<file path="src/rtl/sweep_peak_tracker.sv">
`default_nettype none
// +--------------------------------------------------------------------------+
// | Module      : sweep_peak_tracker                                         |
// | Description : Serpentine two-axis raster sweep with ADC req/valid        |
// |               sampling, peak tracking and park-on-peak.                  |
// | Revision    : 1.0 - initial release                                      |
// +--------------------------------------------------------------------------+
module sweep_peak_tracker #(
    parameter int POS_W   = 32,
    parameter int V_W     = 12,
    parameter int POS_MIN = 0,
    parameter int POS_MAX = 1000,
    parameter int STEP    = 50,
    parameter int SETTLE  = 16,
    parameter int HYST    = 0
) (
    input  logic             CLK,
    input  logic             RST,
    input  logic             START,
    input  logic             ABORT,
    input  logic             MODE,
    output logic             SAMPLE_REQ,
    input  logic             SAMPLE_VALID,
    input  logic [V_W-1:0]   SAMPLE,
    output logic [POS_W-1:0] POS_H,
    output logic [POS_W-1:0] POS_V,
    output logic [V_W-1:0]   MAX_V,
    output logic [POS_W-1:0] MAX_POS_H,
    output logic [POS_W-1:0] MAX_POS_V,
    output logic             BUSY,
    output logic             DONE,
    output logic [2:0]       STATE
);

    localparam logic [2:0] c_ST_IDLE    = 3'd0;
    localparam logic [2:0] c_ST_SETTLE  = 3'd1;
    localparam logic [2:0] c_ST_REQ     = 3'd2;
    localparam logic [2:0] c_ST_WAIT    = 3'd3;
    localparam logic [2:0] c_ST_EVAL    = 3'd4;
    localparam logic [2:0] c_ST_PARK    = 3'd5;
    localparam logic [2:0] c_ST_PSETTLE = 3'd6;

    localparam int                 c_CNT_W    = $clog2(SETTLE + 1);
    localparam logic [c_CNT_W-1:0] c_CNT_LOAD = c_CNT_W'(SETTLE);
    localparam logic [c_CNT_W-1:0] c_CNT_ONE  = c_CNT_W'(1);

    // One extra bit keeps the clamping arithmetic free of wrap-around.
    localparam logic [POS_W:0]   c_MIN_X  = (POS_W+1)'(POS_MIN);
    localparam logic [POS_W:0]   c_MAX_X  = (POS_W+1)'(POS_MAX);
    localparam logic [POS_W:0]   c_STEP_X = (POS_W+1)'(STEP);
    localparam logic [POS_W-1:0] c_MIN    = POS_W'(POS_MIN);
    localparam logic [POS_W-1:0] c_MAX    = POS_W'(POS_MAX);
    localparam logic [V_W:0]     c_HYST_X = (V_W+1)'(HYST);

    logic [2:0]         r_state;
    logic [2:0]         w_state_nxt;
    logic [POS_W-1:0]   r_pos_h;
    logic [POS_W-1:0]   r_pos_v;
    logic [V_W-1:0]     r_max_v;
    logic [POS_W-1:0]   r_max_pos_h;
    logic [POS_W-1:0]   r_max_pos_v;
    logic [V_W-1:0]     r_sample;
    logic [c_CNT_W-1:0] r_cnt;
    logic               r_first;
    logic               r_dir_up;
    logic               r_mode;

    logic [POS_W:0]     w_up_sum;
    logic [POS_W:0]     w_dn_dif;
    logic [POS_W:0]     w_v_sum;
    logic [POS_W-1:0]   w_h_up;
    logic [POS_W-1:0]   w_h_dn;
    logic [POS_W-1:0]   w_v_next;
    logic               w_row_end;
    logic               w_new_peak;
    logic               w_cnt_last;

    always_comb begin
        w_up_sum   = {1'b0, r_pos_h} + c_STEP_X;
        w_dn_dif   = {1'b0, r_pos_h} - c_STEP_X;
        w_v_sum    = {1'b0, r_pos_v} + c_STEP_X;
        w_h_up     = (w_up_sum > c_MAX_X) ? c_MAX : w_up_sum[POS_W-1:0];
        w_h_dn     = (w_dn_dif[POS_W] || (w_dn_dif < c_MIN_X)) ? c_MIN : w_dn_dif[POS_W-1:0];
        w_v_next   = (w_v_sum > c_MAX_X) ? c_MAX : w_v_sum[POS_W-1:0];
        w_row_end  = r_dir_up ? (r_pos_h == c_MAX) : (r_pos_h == c_MIN);
        w_new_peak = r_first || ({1'b0, r_sample} > ({1'b0, r_max_v} + c_HYST_X));
        w_cnt_last = (r_cnt <= c_CNT_ONE);
    end

    always_ff @(posedge CLK) begin
        if (RST) begin
            r_state <= c_ST_IDLE;
        end else begin
            r_state <= w_state_nxt;
        end
    end

    always_comb begin
        w_state_nxt = r_state;
        case (r_state)
            c_ST_IDLE: begin
                if (START) w_state_nxt = c_ST_SETTLE;
            end
            c_ST_SETTLE: begin
                if (ABORT)           w_state_nxt = c_ST_PARK;
                else if (w_cnt_last) w_state_nxt = c_ST_REQ;
            end
            c_ST_REQ: begin
                w_state_nxt = ABORT ? c_ST_PARK : c_ST_WAIT;
            end
            c_ST_WAIT: begin
                if (ABORT)             w_state_nxt = c_ST_PARK;
                else if (SAMPLE_VALID) w_state_nxt = c_ST_EVAL;
            end
            c_ST_EVAL: begin
                if (ABORT)                          w_state_nxt = c_ST_PARK;
                else if (!w_row_end)                w_state_nxt = c_ST_SETTLE;
                else if (!r_mode || r_pos_v == c_MAX) w_state_nxt = c_ST_PARK;
                else                                w_state_nxt = c_ST_SETTLE;
            end
            c_ST_PARK: begin
                w_state_nxt = c_ST_PSETTLE;
            end
            c_ST_PSETTLE: begin
                if (w_cnt_last) w_state_nxt = c_ST_IDLE;
            end
            default: w_state_nxt = c_ST_IDLE;
        endcase
    end

    always_ff @(posedge CLK) begin
        if (RST) begin
            r_pos_h     <= c_MIN;
            r_pos_v     <= c_MIN;
            r_max_v     <= '0;
            r_max_pos_h <= c_MIN;
            r_max_pos_v <= c_MIN;
            r_sample    <= '0;
            r_cnt       <= '0;
            r_first     <= 1'b0;
            r_dir_up    <= 1'b1;
            r_mode      <= 1'b0;
        end else begin
            case (r_state)
                c_ST_IDLE: begin
                    if (START) begin
                        r_pos_h     <= c_MIN;
                        r_pos_v     <= c_MIN;
                        r_max_v     <= '0;
                        r_max_pos_h <= c_MIN;
                        r_max_pos_v <= c_MIN;
                        r_first     <= 1'b1;
                        r_dir_up    <= 1'b1;
                        r_mode      <= MODE;
                        r_cnt       <= c_CNT_LOAD;
                    end
                end
                c_ST_SETTLE, c_ST_PSETTLE: begin
                    r_cnt <= r_cnt - c_CNT_ONE;
                end
                c_ST_WAIT: begin
                    if (SAMPLE_VALID) r_sample <= SAMPLE;
                end
                c_ST_EVAL: begin
                    // The peak update happens even when ABORT cuts the sweep short.
                    if (w_new_peak) begin
                        r_max_v     <= r_sample;
                        r_max_pos_h <= r_pos_h;
                        r_max_pos_v <= r_pos_v;
                        r_first     <= 1'b0;
                    end
                    r_cnt <= c_CNT_LOAD;
                    if (!ABORT) begin
                        if (!w_row_end) begin
                            r_pos_h <= r_dir_up ? w_h_up : w_h_dn;
                        end else if (r_mode && r_pos_v != c_MAX) begin
                            r_pos_v  <= w_v_next;
                            r_dir_up <= ~r_dir_up;
                        end
                    end
                end
                c_ST_PARK: begin
                    r_pos_h <= r_max_pos_h;
                    r_pos_v <= r_max_pos_v;
                    r_cnt   <= c_CNT_LOAD;
                end
                default: ;
            endcase
        end
    end

    assign SAMPLE_REQ = (r_state == c_ST_REQ);
    assign BUSY       = (r_state != c_ST_IDLE);
    assign DONE       = (r_state == c_ST_PSETTLE) && w_cnt_last && !RST;
    assign STATE      = r_state;
    assign POS_H      = r_pos_h;
    assign POS_V      = r_pos_v;
    assign MAX_V      = r_max_v;
    assign MAX_POS_H  = r_max_pos_h;
    assign MAX_POS_V  = r_max_pos_v;

endmodule
`default_nettype wire

</file>
<file path="config.mk">
export PLATFORM = sky130hd
export DESIGN_NAME = sweep_peak_tracker
export DESIGN_NICKNAME = d
export VERILOG_FILES = /design/src/rtl/sweep_peak_tracker.sv
export SDC_FILE = /design/constraint.sdc
export NUM_CORES = 1
export LEC_CHECK = 0
export BUFFER_PORTS_ARGS = -buffer_cell sky130_fd_sc_hd__buf_4
export CORE_MARGIN = 1
export CORE_UTILIZATION = 30
export CTS_CLUSTER_DIAMETER = 150
export DETAILED_ROUTE_END_ITERATION = 7
export PLACE_DENSITY = 0.54
export SKIP_CTS_REPAIR_TIMING = 1
export SLEW_MARGIN = 20
export SYNTH_ARGS = -nofsm -noshare
export SYNTH_HDL_FRONTEND = slang
export SYNTH_SLANG_ARGS = --single-unit
</file>
<file path="constraint.sdc">
create_clock -name CLK -period 3.65 [get_ports CLK]
set_input_delay 0.365 -clock CLK [delete_from_list [all_inputs] [get_ports CLK]]
set_output_delay 0.365 -clock CLK [all_outputs]
set_load 0.05 [all_outputs]
</file>
==> results of run 1 <==
worst max path at each step:
stage	endpoint	startpoint	slack, ns
2_1_floorplan	POS_V[2]$_SDFFE_PP0P_	POS_V[2]$_SDFFE_PP0P_	0.52
3_3_place_gp	POS_V[2]$_SDFFE_PP0P_	POS_V[1]$_SDFFE_PP0P_	0.69
3_5_place_dp	POS_V[17]$_SDFFE_PP0P_	POS_H[20]$_SDFFE_PP0P_	0.62
4_1_cts	POS_V[21]$_SDFFE_PP0P_	POS_H[20]$_SDFFE_PP0P_	0.59
5_1_grt	POS_V[26]$_SDFFE_PP0P_	POS_H[20]$_SDFFE_PP0P_	0.35
6_report	POS_V[22]$_SDFFE_PP0P_	POS_H[20]$_SDFFE_PP0P_	0.51
stage by stage:
| step | setup slack, ns | total power [mW] |
|---|---|---|
| 2_1_floorplan | 0.524 | 2.64 |
| 3_3_place_gp | 0.690 | 2.96 |
| 3_5_place_dp | 0.622 | 2.96 |
| 4_1_cts | 0.589 | 4.84 |
| 5_1_grt | 0.353 | 5.02 |
| 6_report | 0.506 | 4.78 |
power by group:
part / internal [mW] / total, mW / switching (mW)
Sequential: 1.82 / 1.90 / 0.0800
Combinational: 0.329 / 1.02 / 0.686
Clock: 0.934 / 1.86 / 0.929
Total: 3.08 / 4.78 / 1.70
state kept, by name (all words and copies together), names as in the netlist:
signal / cells
MAX_POS_H: 32
MAX_POS_V: 32
MAX_V: 12
POS_H: 32
POS_V: 32
STATE: 3
r_cnt: 5
r_dir_up: 1
r_first: 1
r_mode: 1
r_sample: 12
critical path, delay by kind of cell (launching register included):
family / cells / cell delay [ns]
AO/OA/AOI/OAI: 2 / 0.34
flip-flops: 1 / 0.42
buffers and inverters: 2 / 0.45
AND/OR/NAND/NOR: 5 / 1.80
cells by family (layout without fill, tap and decap cells):
logic type	count (synthesis)	count (layout)	share of synthesized area, %
buffers and inverters	144	261	6.39
and+or+nand+nor	510	510	27.6
muxes	6	6	0.662
adders and majority gates	17	17	2.35
AOI/OAI and AO/OA	333	333	23.5
xor gates and xnor gates	37	37	3.57
DFF	163	163	36.0
routing by layer:
layer	vias up	global-route usage, %	routed length (um)
li1	4572	-	-
met1	4475	26.9	14300
met2	278	30.1	13400
met3	32	3.57	1570
met4	0	5.72	498
met5	-	0	0
final cells by class:
class                      instances  area, um^2
clock buffer                      17         425
clock inverter                    15         181
fill                            3123       18500
inverter                          29         109
multi-input combinational        903        5250
sequential                       163        3260
tap                              390         488
timing repair buffer             200        1510
synthesized netlist by cell type (all sizes together) (6+ instances only):
master,number,area [um^2]
a211o,7,61.3
a211oi,14,105
a21o,8,60.1
a21oi,143,716
a221oi,13,114
a22oi,37,278
and2,8,50.1
and3,9,56.3
buf,24,129
clkbuf,91,342
dfxtp,163,3260
ha,17,213
inv,29,109
mux2i,6,60.1
nand2,152,571
nand2b,8,50.1
nand3,98,490
nand3b,6,45.0
nand4,16,106
nor2,99,379
nor3,37,185
nor3b,9,67.6
nor4,15,100
o21a,10,75.1
o21ai,36,184
o22ai,10,62.6
o31ai,7,52.6
o41ai,6,52.6
or2,8,50.1
or3,16,100
or4,8,71.3
xnor2,24,210
xor2,13,114
==> results.md, run 1 <==
* Path type of the worst setup path: flip-flop to flip-flop
* Drt wl/cell at 17.3 um
* Unrepaired setup endpoints after global routing: no
* GPL Wtd Cong at 0.868
* Pwr per Cell Area at 426 nW/um^2
* I/O Buffers at 163
* Fmax at 318 MHz
* Total track usage at 19.3%
* CTS tree: built
* Fraction of registers with async set/reset at 0%
* Synthesized netlist cell count at 1210
* Syn Nets at 1245
* Mapped Area at 9070 um^2
* Total detailed-routing wirelength at 29700 um
* Critical Path RT at 3.97 ns
* Row count at 63
* Crit path max fanout at 28
* Main synth FF type: dfxtp_1
* Routed vias at 9357
* I/O pin cnt at 164
* Max Slew Vio Count at 0
* Syn avg cell area at 7.49 um^2
* VDD IR max at 0.000281 V
* Yosys warns at 0
* Routed Antenna Nets at 0
* Clock Tree Root: clkbuf_16
* CP max stage delay at 0.53 ns
* Yosys reg bits at 163
* Largest net degree at the start of global routing at 77
* Final Setup Violations at 0
* Via density at 5.45
* Die ar. at 30900 um^2
* DR iter-0 viols at 822
* CTS Buf Count at 17
* Reg-to-reg endpoint: POS_V[22]$_SDFFE_PP0P_
* Lkg Pwr at 4.15 nW
* Slowest stage cell on the critical path: nor4_1
* Fin util at 37.8%
* Synth unique cells at 72
* DP Area at 10600 um^2
* Most frequent cells in the layout: 199 x buf_4, 163 x dfxtp_1, 152 x nand2_1, 143 x a21oi_1
* Setup TNS at 0 ns
* Drt first pass iters at 5
* Nets at 1349
* Hold path startpoint: SAMPLE[9]
* Clock Sinks at 163
* Hold path depth at 3
* Register area share after synthesis at 36.0%
* Worst slew margin at 37.1%
* Final Hold Viols at 0
* Worst reg-to-reg path cell count at 9
* Placed insts at 1685
* Drt drc at 0
* Initial antenna violation count at 0
* Core box area at 29700 um^2
* Layout cells sized above 1 at 19.4%
* H-tree levels at 4
* Die H at 176 um
* First-pass GRT wire length at 47900 um
* Worst-Skew Late Latency at 0.44 ns
* Worst setup EP type: flip-flop
* Worst setup SP type: flip-flop
* Post-DP HPWL at 20500 um
* Hold slack at 0.173 ns
* EDFF count, synth at 0
* Slew @ Worst Pin at 0.940 ns
* Hold endpoint: r_sample[9]$_SDFFE_PP0P_
* Min cycle time layout at 3.14 ns
* Max Clock Skew at 0.0168 ns
* R2R Setup Slk at 0.51 ns
* Clock slew at reported path FFs at 0.08 ns
* Critical Path AT at 3.46 ns
* CTS Buffer Depth at 2
* Crit-path cells: nor4_1, nand4b_1, nand4bb_1, or4_4, a21o_1, buf_4, buf_4, a22oi_1, nor2_1
* Grt total ovfl at 0
* Diode count at 0
* Die width at 176 um
* Path category of the worst min-delay check: primary input to flip-flop
* Most common cell after layout, fill and taps aside: buf_4
* Vias in the first global route at 8646
* Post-route cell area at 11200 um^2
* Non-filler cells, final at 1717
* MaxCap Viol Count at 0
* Starting Density at 30.5%
* Critical R2R Launch: POS_H[20]$_SDFFE_PP0P_
* Area growth, synth to finish at 23.8%
* Worst path most repeated cell: buf_4
* Final period util at 86.1%
* Outcome: finished clean
Note: power is estimated with default switching activity, not from simulation.
==> run 2, diff against run 1 <==
--- a/config.mk
+++ b/config.mk
@@ -5,12 +5,13 @@
 export SDC_FILE = /design/constraint.sdc
 export NUM_CORES = 1
 export LEC_CHECK = 0
+export ABC_CLOCK_PERIOD_IN_PS = 3650
 export BUFFER_PORTS_ARGS = -buffer_cell sky130_fd_sc_hd__buf_4
 export CORE_MARGIN = 1
-export CORE_UTILIZATION = 30
+export CORE_UTILIZATION = 57
 export CTS_CLUSTER_DIAMETER = 150
 export DETAILED_ROUTE_END_ITERATION = 7
-export PLACE_DENSITY = 0.54
+export PLACE_DENSITY = 0.87
 export SKIP_CTS_REPAIR_TIMING = 1
 export SLEW_MARGIN = 20
 export SYNTH_ARGS = -nofsm -noshare
==> constraint.sdc (replaced) <==
create_clock -name CLK -period 3.65 [get_ports CLK]
set_input_delay 0.365 -clock CLK [delete_from_list [all_inputs] [get_ports CLK]]
set_output_delay 0.365 -clock CLK [all_outputs]
set_load 0.005 [all_outputs]
==> run 2 against run 1 <==
- routed wire length fell by 9.4%
- clock power is essentially flat
- clock skew shrank 0.0073 ns
- critical path depth did not move
- maximum frequency down 5.5%
- register-to-register slack got worse by 0.18 ns
- combinational power fell by 13%
- die area fell by 47%
- first-iteration DRC count up 19%
- non-clock buffer count decreased by 6
- critical path type unchanged
- largest power group unchanged
- highest routed layer unchanged
==> results.md, run 2 (same netlist as run 1, synthesis figures left out) <==
* Setup crit start: POS_V[1]$_SDFFE_PP0P_
* Crit-path cells: ha_1, a211oi_1, or4_4, nor4_1, o211ai_1, or4_4, nor2_4, nand3_1, a221oi_1
* Lkg Pwr at 4.13 nW (-0.49%)
* CTS tree: built
* Pwr per Cell Area at 424 nW/um^2 (-0.43%)
* CP max stage delay at 0.58 ns (+0.05 ns)
* Die width at 128 um (-27%)
* CTS Buf Count at 17 (unchanged)
* Diode count at 0 (unchanged)
* DP Area at 10400 um^2 (-2.2%)
* Max Clock Skew at 0.00950 ns (-0.00728 ns)
* MaxCap Viol Count at 0 (unchanged)
* Worst path most repeated cell: or4_4
* Slowest stage cell on the critical path: or4_4
* Critical R2R Launch: POS_V[1]$_SDFFE_PP0P_
* Largest net degree at the start of global routing at 56 (-27%)
* Final worst slack at 0.323 ns (-0.183 ns)
* Core box area at 15400 um^2 (-48%)
* Grt total ovfl at 0 (unchanged)
* Clock Sinks at 163 (unchanged)
* Drt first pass iters at 6 (+1)
* Worst slew margin at 41.3% (+4.3 points)
* Routed vias at 9678 (+3.4%)
* Worst-Skew Late Latency at 0.43 ns (about the same)
* FF+latch area at 3260 um^2 (unchanged)
* Critical Path RT at 3.98 ns (about the same)
* Final period util at 91.1% (+5.0 points)
* Max Slew Vio Count at 0 (unchanged)
* Fmax at 301 MHz (-5.5%)
* Hold path startpoint: SAMPLE[8]
* Setup TNS at 0 ns (unchanged)
* Layout cells sized above 1 at 18.9% (-0.44 points)
* Via density at 6.32 (+16%)
* First-pass GRT wire length at 43700 um (-8.7%)
* Clock Tree Root: clkbuf_16
* I/O pin cnt at 164 (unchanged)
* Initial antenna violation count at 0 (unchanged)
* Drt wl/cell at 17.6 um (+1.6%)
* Path category of the worst min-delay check: primary input to flip-flop
* Critical Path AT at 3.65 ns (+0.19 ns)
* Min cycle time layout at 3.33 ns (+0.183 ns)
* VDD IR max at 0.000437 V (+56%)
* Outcome: finished clean
* Vias in the first global route at 8631 (-0.17%)
* Total chip power at 4.66 mW (-2.5%)
* Fill cell count at 1251 (-60%)
* Path type of the worst setup path: flip-flop to flip-flop
* H-tree levels at 4 (unchanged)
* Drt drc at 0 (unchanged)
* Area growth, synth to finish at 21.2%
* Worst setup EP type: flip-flop
* Post-route cell area at 11000 um^2 (-2.1%)
* Slew @ Worst Pin at 0.880 ns (-0.0604 ns)
* Total detailed-routing wirelength at 26900 um (-9.4%)
* Die H at 128 um (-27%)
* Clock slew at reported path FFs at 0.07 ns (about the same)
* Unrepaired setup endpoints after global routing: no
* Routed Antenna Nets at 0 (unchanged)
* Final Setup Violations at 0 (unchanged)
* DR iter-0 viols at 975 (+19%)
* Crit path max fanout at 10 (-64%)
* Worst setup SP type: flip-flop
* Final Hold Viols at 0 (unchanged)
* R2R Setup Slk at 0.32 ns (-0.18 ns)
* Starting Density at 59.0% (+28 points)
* Placement Setup Slack at 0.443 ns (-0.179 ns)
* Die ar. at 16400 um^2 (-47%)
* GPL Wtd Cong at 0.949 (+9.4%)
* Row count at 45 (-29%)
* Nets at 1343 (-0.44%)
* CTS Buffer Depth at 2 (unchanged)
* Most common cell after layout, fill and taps aside: buf_4
* Post-DP HPWL at 18200 um (-11%)
* Multi-input gate area at 5240 um^2 (about the same)
* I/O Buffers at 163 (unchanged)
* Most frequent cells in the layout: 190 x buf_4, 163 x dfxtp_1, 152 x nand2_1, 143 x a21oi_1
* Total track usage at 33.0% (+14 points)
[run 2: cell types whose count changed in the layout (fill, tap and decap cells not counted), moves of 2 or more]
| cell | delta |
|---|---|
| buf_4 | -9 |
| clkinvlp_4 | +3 |
| inv_8 | -5 |
| bufinv_16 | +3 |
| clkinv_4 | +2 |
| buf_12 | +3 |
| clkinv_2 | +3 |
| clkinv_8 | -5 |
[run 2: per-stage QoR]
| stage | util (%) | hold slack [ns] | std cells |
|---|---|---|---|
| 5_1_grt | 71.5 | 0.185 | 1532 |
| 3_3_place_gp | 67.6 | 0.458 | 1500 |
| 4_1_cts | 71.5 | 0.163 | 1532 |
| 6_report | 71.5 | 0.176 | 1532 |
| 3_5_place_dp | 67.6 | 0.463 | 1500 |
| 2_1_floorplan | - | 0.450 | 1210 |
[run 2: worst paths after layout]
path	endpoint	cells past startpoint
worst min register to register	MAX_POS_H[24]$_SDFFE_PP0P_	2
worst min-delay path	r_sample[8]$_SDFFE_PP0P_	3
worst max register to register	POS_V[2]$_SDFFE_PP0P_	9
worst max-delay path	POS_V[2]$_SDFFE_PP0P_	9
[run 2: area by class of cell]
cell class	count	area share (%)
clock buffer	17	3.87
tap	211	2.40
multi-input combinational	903	47.7
inverter	29	0.991
clock inverter	15	1.64
sequential	163	29.7
timing repair buffer	194	13.7
[run 2: worst max-delay path, delay by kind of cell (launching register included)]
kind	cells	cell delay [ns]
fa+ha+maj	1	0.29
simple gates	5	1.81
compound gates	3	0.65
flops	1	0.49
[run 2: metal layers]
metal	routed length, um	track usage, %
met4	641	12.9
met3	2390	6.76
met1	11100	42.5
met5	0	0
met2	12800	54.3
[run 2: power by group]
part,internal (mW),switching [mW],leakage [nW]
Clock,1.08,0.776,0.290
Sequential,1.82,0.0933,1.32
Combinational,0.327,0.558,2.52
Total,3.23,1.43,4.13
